### src/rtl/gen3_scrambler_ctrl_pkg.sv
// ---------------------------------------------------------------------------
// gen3_scrambler_ctrl_pkg
// Shared definitions for the Gen3 128b/130b scrambler control slice:
//   - block type encodings carried on blk_type_i
//   - sync header values (data block vs. ordered set)
//   - block geometry (words per block, index of the last word)
//   - FSM state enum
//   - per-byte training-sequence (no-scramble) masks
// ---------------------------------------------------------------------------
package gen3_scrambler_ctrl_pkg;

  typedef enum logic [1:0] {
    BLK_DATA  = 2'b00,
    BLK_TS    = 2'b01,
    BLK_EIEOS = 2'b10,
    BLK_SKP   = 2'b11
  } blk_type_e;

  localparam logic [1:0] HDR_DATA = 2'b10;
  localparam logic [1:0] HDR_OS   = 2'b01;

  localparam int         WORDS_PER_BLOCK = 4;
  localparam logic [1:0] LAST_WORD       = 2'(WORDS_PER_BLOCK - 1);

  // Every word handed to the scrambler carries four bytes.
  localparam logic [1:0] SC_LEN_4B = 2'b10;

  typedef enum logic [1:0] {
    ST_IDLE    = 2'b00,
    ST_PAYLOAD = 2'b01,
    ST_SEED    = 2'b10
  } state_e;

  localparam logic [3:0] TS_MASK_NONE = 4'b0000;
  localparam logic [3:0] TS_MASK_SYM0 = 4'b0001;
  localparam logic [3:0] TS_MASK_ALL  = 4'b1111;

endpackage

### src/rtl/gen3_scrambler_ctrl.sv
// ---------------------------------------------------------------------------
// gen3_scrambler_ctrl
// Frames 16-byte Gen3 blocks (4 x 32-bit words) towards a lane scrambler.
// A block descriptor is accepted in IDLE, then four payload words are passed
// straight through (zero latency) with the per-word scramble enable, the
// no-scramble byte mask and the sync header for the first word. EIEOS blocks
// are followed by a one-cycle LFSR reseed pulse.
//
// Optional build macro: GEN3_SCR_CTRL_BYPASS_EN adds bypass_i, which forces
// every block to be sent unscrambled while framing and the EIEOS reseed
// pulse stay unchanged.
//
// Ports:
//   clk_i, rst_i         clock, asynchronous active-high reset
//   bypass_i             (macro only) disable scrambling for all blocks
//   blk_valid_i/ready_o  block descriptor handshake, blk_type_i its type
//   wdata_i/wvalid_i     payload word in, wready_o accepted
//   out_ready_i          downstream can take a word
//   sc_valid_o/sc_data_o word to the scrambler
//   sc_datak_o           per-byte K flag (always 0)
//   sc_ts_o              per-byte no-scramble mask
//   sc_len_o             bytes per word (fixed 4)
//   sc_en_o              scramble / LFSR-advance enable
//   sc_hdr_o, sc_sob_o   sync header and start-of-block on word 0
//   seed_load_o          LFSR reseed pulse after EIEOS
//   blk_cnt_o            completed block count (wraps)
// ---------------------------------------------------------------------------
module gen3_scrambler_ctrl
  import gen3_scrambler_ctrl_pkg::*;
(
  input  logic        clk_i,
  input  logic        rst_i,
`ifdef GEN3_SCR_CTRL_BYPASS_EN
  input  logic        bypass_i,
`endif
  input  logic        blk_valid_i,
  output logic        blk_ready_o,
  input  logic [1:0]  blk_type_i,
  input  logic [31:0] wdata_i,
  input  logic        wvalid_i,
  output logic        wready_o,
  input  logic        out_ready_i,
  output logic        sc_valid_o,
  output logic [31:0] sc_data_o,
  output logic [3:0]  sc_datak_o,
  output logic [3:0]  sc_ts_o,
  output logic [1:0]  sc_len_o,
  output logic        sc_en_o,
  output logic [1:0]  sc_hdr_o,
  output logic        sc_sob_o,
  output logic        seed_load_o,
  output logic [7:0]  blk_cnt_o
);

  state_e     state_q, state_d;
  blk_type_e  type_q;
  logic [1:0] word_cnt_q;
  logic [7:0] blk_cnt_q;
  logic       xfer;
  logic       last_word;

  assign xfer      = (state_q == ST_PAYLOAD) && wvalid_i && out_ready_i;
  assign last_word = (word_cnt_q == LAST_WORD);

  assign sc_data_o  = wdata_i;
  assign sc_datak_o = 4'b0000;
  assign sc_len_o   = SC_LEN_4B;
  assign blk_cnt_o  = blk_cnt_q;

  // State, latched block type, word index and completed-block counter.
  // word_cnt only moves on a real transfer, so a stall freezes every
  // registered input to the output decode.
  always_ff @(posedge clk_i or posedge rst_i) begin
    if (rst_i) begin
      state_q    <= ST_IDLE;
      type_q     <= BLK_DATA;
      word_cnt_q <= 2'd0;
      blk_cnt_q  <= 8'd0;
    end else begin
      state_q <= state_d;
      if ((state_q == ST_IDLE) && blk_valid_i) begin
        type_q     <= blk_type_e'(blk_type_i);
        word_cnt_q <= 2'd0;
      end else if (xfer) begin
        word_cnt_q <= word_cnt_q + 2'd1;
        if (last_word) begin
          blk_cnt_q <= blk_cnt_q + 8'd1;
        end
      end
    end
  end

  // Next-state and output decode. Outside PAYLOAD everything towards the
  // scrambler is quiet; SEED only raises the reseed pulse.
  always_comb begin
    state_d     = state_q;
    blk_ready_o = 1'b0;
    wready_o    = 1'b0;
    sc_valid_o  = 1'b0;
    sc_en_o     = 1'b0;
    sc_ts_o     = TS_MASK_NONE;
    sc_hdr_o    = 2'b00;
    sc_sob_o    = 1'b0;
    seed_load_o = 1'b0;

    case (state_q)
      ST_IDLE: begin
        blk_ready_o = 1'b1;
        if (blk_valid_i) begin
          state_d = ST_PAYLOAD;
        end
      end

      ST_PAYLOAD: begin
        wready_o   = out_ready_i;
        sc_valid_o = wvalid_i;

        if (word_cnt_q == 2'd0) begin
          sc_sob_o = 1'b1;
          sc_hdr_o = (type_q == BLK_DATA) ? HDR_DATA : HDR_OS;
        end

        // TS blocks leave only symbol 0 of the first word unscrambled;
        // EIEOS and SKP are sent raw and must not advance the LFSR.
        case (type_q)
          BLK_DATA: begin
            sc_en_o = 1'b1;
            sc_ts_o = TS_MASK_NONE;
          end
          BLK_TS: begin
            sc_en_o = 1'b1;
            sc_ts_o = (word_cnt_q == 2'd0) ? TS_MASK_SYM0 : TS_MASK_NONE;
          end
          default: begin
            sc_en_o = 1'b0;
            sc_ts_o = TS_MASK_ALL;
          end
        endcase

`ifdef GEN3_SCR_CTRL_BYPASS_EN
        if (bypass_i) begin
          sc_en_o = 1'b0;
          sc_ts_o = TS_MASK_ALL;
        end
`endif

        if (xfer && last_word) begin
          state_d = (type_q == BLK_EIEOS) ? ST_SEED : ST_IDLE;
        end
      end

      ST_SEED: begin
        seed_load_o = 1'b1;
        state_d     = ST_IDLE;
      end

      default: begin
        state_d = ST_IDLE;
      end
    endcase
  end

endmodule

### config.mk
export PLATFORM = sky130hd
export DESIGN_NAME = gen3_scrambler_ctrl
export DESIGN_NICKNAME = d
export VERILOG_FILES = /design/src/rtl/gen3_scrambler_ctrl_pkg.sv /design/src/rtl/gen3_scrambler_ctrl.sv
export SDC_FILE = /design/constraint.sdc
export NUM_CORES = 1
export LEC_CHECK = 0
export CORE_AREA = 2 2 62 64
export DETAILED_ROUTE_END_ITERATION = 6
export DIE_AREA = 0 0 64 66
export GPL_ROUTABILITY_DRIVEN = 0
export PLACE_DENSITY_LB_ADDON = 0.12
export SLEW_MARGIN = 20
export SYNTH_ARGS = -nofsm -noshare
export SYNTH_HDL_FRONTEND = slang
export SYNTH_SLANG_ARGS = --single-unit
### constraint.sdc
create_clock -name clk_i -period 1.6 [get_ports clk_i]
set_input_delay 0.32 -clock clk_i [delete_from_list [all_inputs] [get_ports clk_i]]
set_output_delay 0.32 -clock clk_i [all_outputs]
set_load 0.1 [all_outputs]
### Yosys cells after proc, flatten, opt, wreduce, memory -nomap -nowiden

Cells that the tools add are included.

* equal/unequal tests: 7
* divide/modulo/power cells: 0
* bitwise operators: 1
* multipliers: 0
* muxes and demuxes: 20
* order comparisons: 0
* $add $sub $neg: 2
* shifts and indexed selects: 0
* reduce and logical (&&, ||, !) cells: 11

Operators by type and width (count)
* $mux W2: 8
* $mux W1: 9
* $add A8 B1 Y8 const B: 1
* $pmux W4 S2: 1
* $eq A2 B2 Y1 const B: 3
* $logic_not A2 Y1: 3
* $eq A2 B1 Y1 const B: 2
* $logic_and A1 B1 Y1: 4
* $mux W4: 1
* $pmux W2 S2: 1
* $reduce_and A3 Y1: 1
* $add A2 B1 Y2 const B: 1
* $ne A2 B1 Y1 const B: 1
* $ne A2 B2 Y1 const B: 1
* $reduce_and A2 Y1: 1
* $reduce_bool A2 Y1: 1
* $reduce_or A2 Y1: 1
* $not A1 Y1: 1

* bits in read-only memories: 0
* latch bits: 0
* logic and storage cells: 45
* memories kept: 0
* output and inout bits: 58
* input bits: 39
* bits in registers: 14
* RAM bits: 0

### Logic depth before layout (Yosys ltp)

Gate-level depths: netlist (run 1).

* word-level depth: 6
* mapped depth: 4
* gate-level depth less buffers: 4

### Worst setup path before layout (run 1)

OpenSTA, ideal clock, no wires.

* path kind: register -> output
* start point: register state_q[1]
* end point: output sc_hdr_o[1]
* required time: 1.280 ns
* buffers on the path: 0
* slack: -1.459 ns
* arrival: 2.739 ns
* cell stages (with the launch flop): 4
* cell sequence: dfrtp_1 -> and2b_2 -> nand2_1 -> nor3_1

* cells in the longest elaborated chain, start to end: 2

RTL lines
* from (decl): line gen3_scrambler_ctrl.sv:55 `state_e state_q, state_d;`
* from (signal assigned): line gen3_scrambler_ctrl.sv:80 `state_q <= state_d;`
* $eq A2 B1 Y1: line gen3_scrambler_ctrl.sv:106 `case (state_q)`
* $mux W2: line gen3_scrambler_ctrl.sv:106
* to (decl): line gen3_scrambler_ctrl.sv:49 `output logic [1:0] sc_hdr_o,`

No other way between the ends.

### Worst setup path after layout (run 1)

Ends and elaborated chain as after synthesis.

==> flow_summary_export.csv, run 1 <==
group,metric,value,unit
status,status,"complete, but fails checks",
status,violations,"setup timing",
worst_setup_path,crit_arrival,1370,ps
cells_and_area,num-nets-final,161,
worst_setup_path,worst-setup-path-type,"reg2out",
power,power_switching,2108,uW
synthesis,yosysMostFrequentCell,"buf_4",
placement,port-buffer-count,26,
cells_and_area,instances_no_fill,166,
clock_tree,cts_root_buffer,"clkbuf_4",
worst_setup_path,critPathLaunchType,"register",
cells_and_area,fill_cells,352,
global_route,grt_max_degree,15,
routing,via_per_inst,4.241,
routing,ant_nets,0,
routing,vias,704,
power,clkPwrFrac,6.7,%
placement,dp_hpwl,1674,um
worst_setup_path,cp_num_buf_inv,1,
clock_tree,cts_buffers,3,
synthesis,synth_cell_types,24,
global_route,grt_pass1_vias,737,
die,start_util,29.88,%
synthesis,synth_ff_type,"dfrtp_1",
clock_tree,cts_sinks,14,
global_route,grt_pass1_wl,3560,um
routing,drt_iter0_drc,13,
routing,drcViolationCount,0,
clock_tree,cts.path.max_buffers,2,
synthesis,yosys-top-cells-area,"dfrtp_1, buf_4, ha_1, xor2_1, nand2_1",
worst_setup_path,rr_startpoint,"state_q[1]",
worst_setup_path,startpoint,"state_q[1]",
power,swShare,56.55,%
synthesis,synthTopCellsByCount,"buf_4, dfrtp_1, nand2_1, nor2_1, inv_1",
die,die_w,64,um
power,power_density,2438,nW/um^2
worst_setup_path,cp_max_fo,4,
clock_tree,cts_max_level,1,
timing,rsz0062_at_grt,"true",
worst_setup_path,worst_path_largest_cell_delay,400,ps
clock_tree,ctsHoldBuffers,0,
die,die_h,66,um
synthesis,synth_edf_count,0,
worst_setup_path,worstPathCellList,"and2b_2 -> nand2_4 -> nor3_4 -> buf_12",
worst_hold_path,hold_class,"in2async",
global_route,antenna_found_initial,0,
power,pwr-share-comb,76.6,%
power,power.internal,1620,uW
cells_and_area,area_growth,44.10,%
routing,routed_wl,2086,um
global_route,grt_overflow,0,
global_route,grt_use_total,10.78,%
timing,whs,331.4,ps
timing,fmax,0.5919,GHz
timing,setup_viol,10,
clock_tree,cts_tree,"built",
routing,post_drt_wl_per_cell,12.57,um
power,power.static_leakage,0.0006864,uW
die,dieArea,4224,um^2
worst_setup_path,crit_family,"simple AND/OR/NAND/NOR gates",
synthesis,synth_cells,113,
timing,skew,3.519,ps
flow_run,max-cap-violations,0,
placement,place_inst,156,
synthesis,synthArstFlopShare,100.0,%
cells_and_area,antenna_cells,0,
synthesis,netlist.area_leader.share,33.02,%
power,peakVddDrop,0.0006381,V
worst_setup_path,slowest_stage,"dfrtp_1",
power,seqPwrFrac,16.7,%
synthesis,synth_seq_cells,14,
clock_tree,clkLatencyLatePin,270,ps
timing,fin_crit,1689,ps
timing,finalHoldViolations,0,
synthesis,yosys_warnings,0,
synthesis,yosysTopAreaCell,"dfrtp_1",
routing,firstDrtPassIters,3,
synthesis,syn_area_per_cell,9.390,um^2
timing,finalCritPeriodShare,105.6,%
timing,setup_ws,-89.42,ps
synthesis,syn_area,1061,um^2
die,core,3551,um^2
die,rows,22,
timing,report.final.slew_viol_count,0,
worst_setup_path,crit_required,1280,ps
clock_tree,path_clk_slew,90,ps
worst_setup_path,worstSetupEndpointType,"output port",
synthesis,synth_seq_area_share,33.02,%
placement,post-place-ws,-27.01,ps
die,io_pins,97,
cells_and_area,drive_gt1_share,59.32,%
cell type report:
type	count	area, um^2	share of cell area [%]
timing repair buffer	37	546.8	35.76
sequential	14	360.3	23.57
tap	48	60.06	3.928
inverter	6	22.52	1.473
clock buffer	4	36.28	2.373
multi-input combinational	57	503.0	32.90
tightest hold or removal path, delay by kind of cell:
| family | cells | cell delay, ps |
|---|---|---|
| buffers and inverters | 3 | 650 |
state kept, by name (all words and copies together), names as in the netlist:
name	cells
word_cnt_q	2
state_q	2
type_q	2
blk_cnt_o	8
cell usage in the layout (no fill, tap or decap):
| master | synthesis | layout |
|---|---|---|
| a211oi_1 | 1 | 1 |
| a21oi_1 | 3 | 2 |
| a21oi_2 | 0 | 1 |
| and2_2 | 0 | 2 |
| and2_4 | 0 | 2 |
| and2b_2 | 2 | 2 |
| and4b_4 | 1 | 1 |
| buf_12 | 0 | 20 |
| buf_4 | 40 | 10 |
| buf_6 | 0 | 1 |
| clkbuf_4 | 0 | 3 |
| clkbuf_8 | 0 | 1 |
| clkdlybuf4s50_1 | 0 | 6 |
| conb_1 | 2 | 6 |
| dfrtp_1 | 14 | 6 |
| dfrtp_2 | 0 | 8 |
| ha_1 | 3 | 2 |
| ha_4 | 0 | 1 |
| inv_1 | 6 | 4 |
| inv_2 | 0 | 2 |
| mux2_4 | 1 | 3 |
| nand2_1 | 7 | 6 |
| nand2_4 | 1 | 2 |
| nand3_1 | 2 | 2 |
| nand4_1 | 1 | 1 |
| nand4b_4 | 1 | 1 |
| nor2_1 | 7 | 3 |
| nor2_4 | 0 | 4 |
| nor3_2 | 0 | 4 |
| nor3_4 | 0 | 1 |
| nor3b_1 | 1 | 1 |
| nor4_4 | 1 | 1 |
| or2b_1 | 1 | 1 |
| xnor2_1 | 3 | 3 |
| xor2_1 | 4 | 4 |
what timing repair did:
action,in CTS,in global routing
setup buffers,3,3
endpoints found under the setup margin,10,12
gates resized for setup,4,8
pin swaps,0,2
power by group through the flow:
stage | clock network [uW] | registers, uW | logic (uW)
floorplan | 0 | 883 | 2010
global placement | 0 | 636 | 2720
detailed placement | 0 | 639 | 2740
CTS | 266 | 621 | 2810
global route | 288 | 644 | 2960
finish | 250 | 621 | 2860
per-layer routing:
layer	GRT usage, %	share of wire, %
met5	0	0
met4	4.891	0.91
met3	4.940	11
met2	17.06	49
met1	12.42	39
metrics by stage:
stage               area, um^2  TNS [ps]  power, uW  utilization [%]
global placement          1399    -16.17       3359            39.39
floorplan                 1161    -459.9       2897                -
detailed placement        1399    -81.49       3375            39.39
finish                    1529    -412.6       3728            43.06
global route              1529     -1363       3889            43.06
CTS                       1465    -584.0       3696            41.26
path summary, 6_finish.rpt:
path	endpoint	slack, ps	cells after the start
max reg2reg	type_q[1]	0	7
min	type_q[0]	330	3
max	sc_hdr_o[1]	-90	4
min in group clk_i	blk_cnt_o[5]	520	1
min reg2reg	blk_cnt_o[5]	520	1
max in group asynchronous	blk_cnt_o[1]	1080	3
kinds of logic (layout without fill, tap and decap cells):
group / count (synthesis) / count (layout) / synth area share, %
other cells: 2 / 6 / 0.7078
buf+inv: 46 / 47 / 30.42
xor+xnor: 7 / 7 / 5.778
flops: 14 / 14 / 33.02
fa+ha+maj: 3 / 3 / 3.538
compound gates: 4 / 4 / 2.122
mux: 3 / 3 / 3.537
simple gates: 34 / 34 / 20.87
(Power assumes the default switching activity.)
==> run 2, diff against run 1 <==
Settings changed: GPL_ROUTABILITY_DRIVEN 0 to not set.
==> results of run 2 <==
The final DEF is identical to that of run 1; final timing and power are the same.
==> run 3, diff against run 2 <==
Settings changed: CORE_AREA 2 2 62 64 to 2 2 65 67, DIE_AREA 0 0 64 66 to 0 0 67 69, MAX_ROUTING_LAYER set to met4.
Clock period 1.6 ns to 1.55 ns, I/O delays scaled along.
==> run 3 against run 2 <==
The run still ends with setup timing left. Non-clock buffer count unchanged. Combinational power grew 2%. Sequential share of layout area grew 0.16 points. Critical path type unchanged. Cell area is 0.65% lower. Sequential power increased by 3%.
==> flow_summary_export.csv, run 3 (synthesized netlist as in run 1, its figures left out) <==
group,metric,value,unit
global_route,grt_pass1_vias,722,
die,die_h,69,um
power,power.static_leakage,0.0006817,uW
power,power_density,2549,nW/um^2
timing,skew,0.6623,ps
worst_setup_path,worst-setup-path-type,"reg2out",
routing,ant_nets,0,
clock_tree,cts_buffers,3,
clock_tree,cts_root_buffer,"clkbuf_8",
cells_and_area,largest_register_ffs,8,
cells_and_area,mostFrequentLayoutCells,"buf_12, buf_4, dfrtp_2",
flow_run,max-cap-violations,0,
placement,dp_hpwl,1602,um
timing,setup_ws,-116.7,ps
placement,post-place-ws,-56.30,ps
die,start_util,27.11,%
timing,finalCritPeriodShare,107.5,%
cells_and_area,area_growth,43.16,%
routing,drt_iter0_drc,19,
global_route,grt_pass1_wl,3532,um
global_route,antenna_found_initial,0,
routing,vias,672,
timing,rsz0062_at_grt,"true",
placement,port-buffer-count,26,
clock_tree,cts.path.max_buffers,2,
cells_and_area,mostFrequentLayoutCell,"buf_12",
clock_tree,clkLatencyLatePin,240,ps
timing,setup_viol,9,
clock_tree,cts_max_level,1,
clock_tree,cts_tree,"built",
status,violations,"setup timing",
routing,post_drt_wl_per_cell,12.16,um
global_route,grt_overflow,0,
cells_and_area,drive_gt1_share,55.93,%
power,peakVddDrop,0.001073,V
timing,report.final.slew_viol_count,0,
global_route,grt_use_total,10.02,%
placement,place_congestion,0.7130,
worst_setup_path,crit_arrival,1360,ps
status,status,"complete, but fails checks",
worst_setup_path,worstSetupEndpointType,"output port",
routing,firstDrtPassIters,3,
timing,fmax,0.6000,GHz
worst_hold_path,hold_class,"in2async",
worst_setup_path,cp_max_fo,4,
die,rows,23,
die,dieArea,4623,um^2
clock_tree,path_clk_slew,60,ps
routing,drcViolationCount,0,
die,io_pins,97,
worst_setup_path,crit_required,1240,ps
die,core,3914,um^2
global_route,grt_max_degree,15,
routing,via_per_inst,4.000,
clock_tree,cts_sinks,14,
worst_setup_path,critPathLaunchType,"register",
cells_and_area,num-nets-final,161,
timing,fin_crit,1667,ps
cells_and_area,antenna_cells,0,
routing,routed_wl,2043,um
timing,finalHoldViolations,0,
power,power,3871,uW
die,die_w,67,um
[run 3: worst paths after layout]
| path | end | depth (start not counted) | slack [ps] | from |
|---|---|---|---|---|
| max | sc_hdr_o[1] | 4 | -120 | state_q[1] |
| min reg2reg | blk_cnt_o[5] | 1 | 530 | blk_cnt_o[5] |
| min | blk_cnt_o[7] | 3 | 370 | rst_i |
| max in group asynchronous | blk_cnt_o[0] | 3 | 1000 | rst_i |
| min in group clk_i | blk_cnt_o[5] | 1 | 530 | blk_cnt_o[5] |
| max reg2reg | blk_cnt_o[7] | 5 | 100 | word_cnt_q[1] |
[run 3: area by class of cell]
type,count,area (um^2)
fillers,408,2395
inverters,6,22.52
well taps,50,62.56
clock buffers,4,45.04
flip-flops and latches,14,360.3
repair buffers,37,543.0
multi-input cells,57,485.5
[run 3: worst max-delay path: stages (launching register included)]
cell and delay (ps):
dfrtp_1 400, and2b_2 280, nand2_4 90, nor3_4 150
buf_12 200
[run 3: through the flow]
| step | area, um^2 | hold slack (ps) | TNS, ps | util [%] | std cells |
|---|---|---|---|---|---|
| floorplan | 1166 | 198.7 | -696.5 | - | 117 |
| detailed placement | 1401 | 516.6 | -283.2 | 35.81 | 158 |
| CTS | 1484 | 368.5 | -780.5 | 37.92 | 166 |
| global route | 1519 | 409.6 | -1265 | 38.81 | 168 |
| global placement | 1401 | 508.1 | -108.5 | 35.81 | 158 |
| finish | 1519 | 365.5 | -601.2 | 38.81 | 168 |
[run 3: what timing repair did]
| action | 4_1_cts | 5_1_grt |
|---|---|---|
| endpoints found under the setup margin | 10 | 13 |
| gates resized for setup | 3 | 5 |
| setup buffers | 4 | 2 |
| hold buffers | 0 | 0 |
[run 3: power breakdown]
part | internal (uW) | switching, uW
clock | 181 | 120
sequential | 475 | 165
combinational | 1050 | 1880
[run 3: per-layer routing]
| metal | routed length [um] | share of wire, % | up-vias | track usage, % |
|---|---|---|---|---|
| li1 | - | - | 320 | - |
| met1 | 888 | 43 | 301 | 12.42 |
| met2 | 921 | 45 | 39 | 14.19 |
| met3 | 196 | 9.6 | 12 | 3.263 |
| met4 | 36 | 1.8 | 0 | 5.442 |
| met5 | 0 | 0 | - | - |
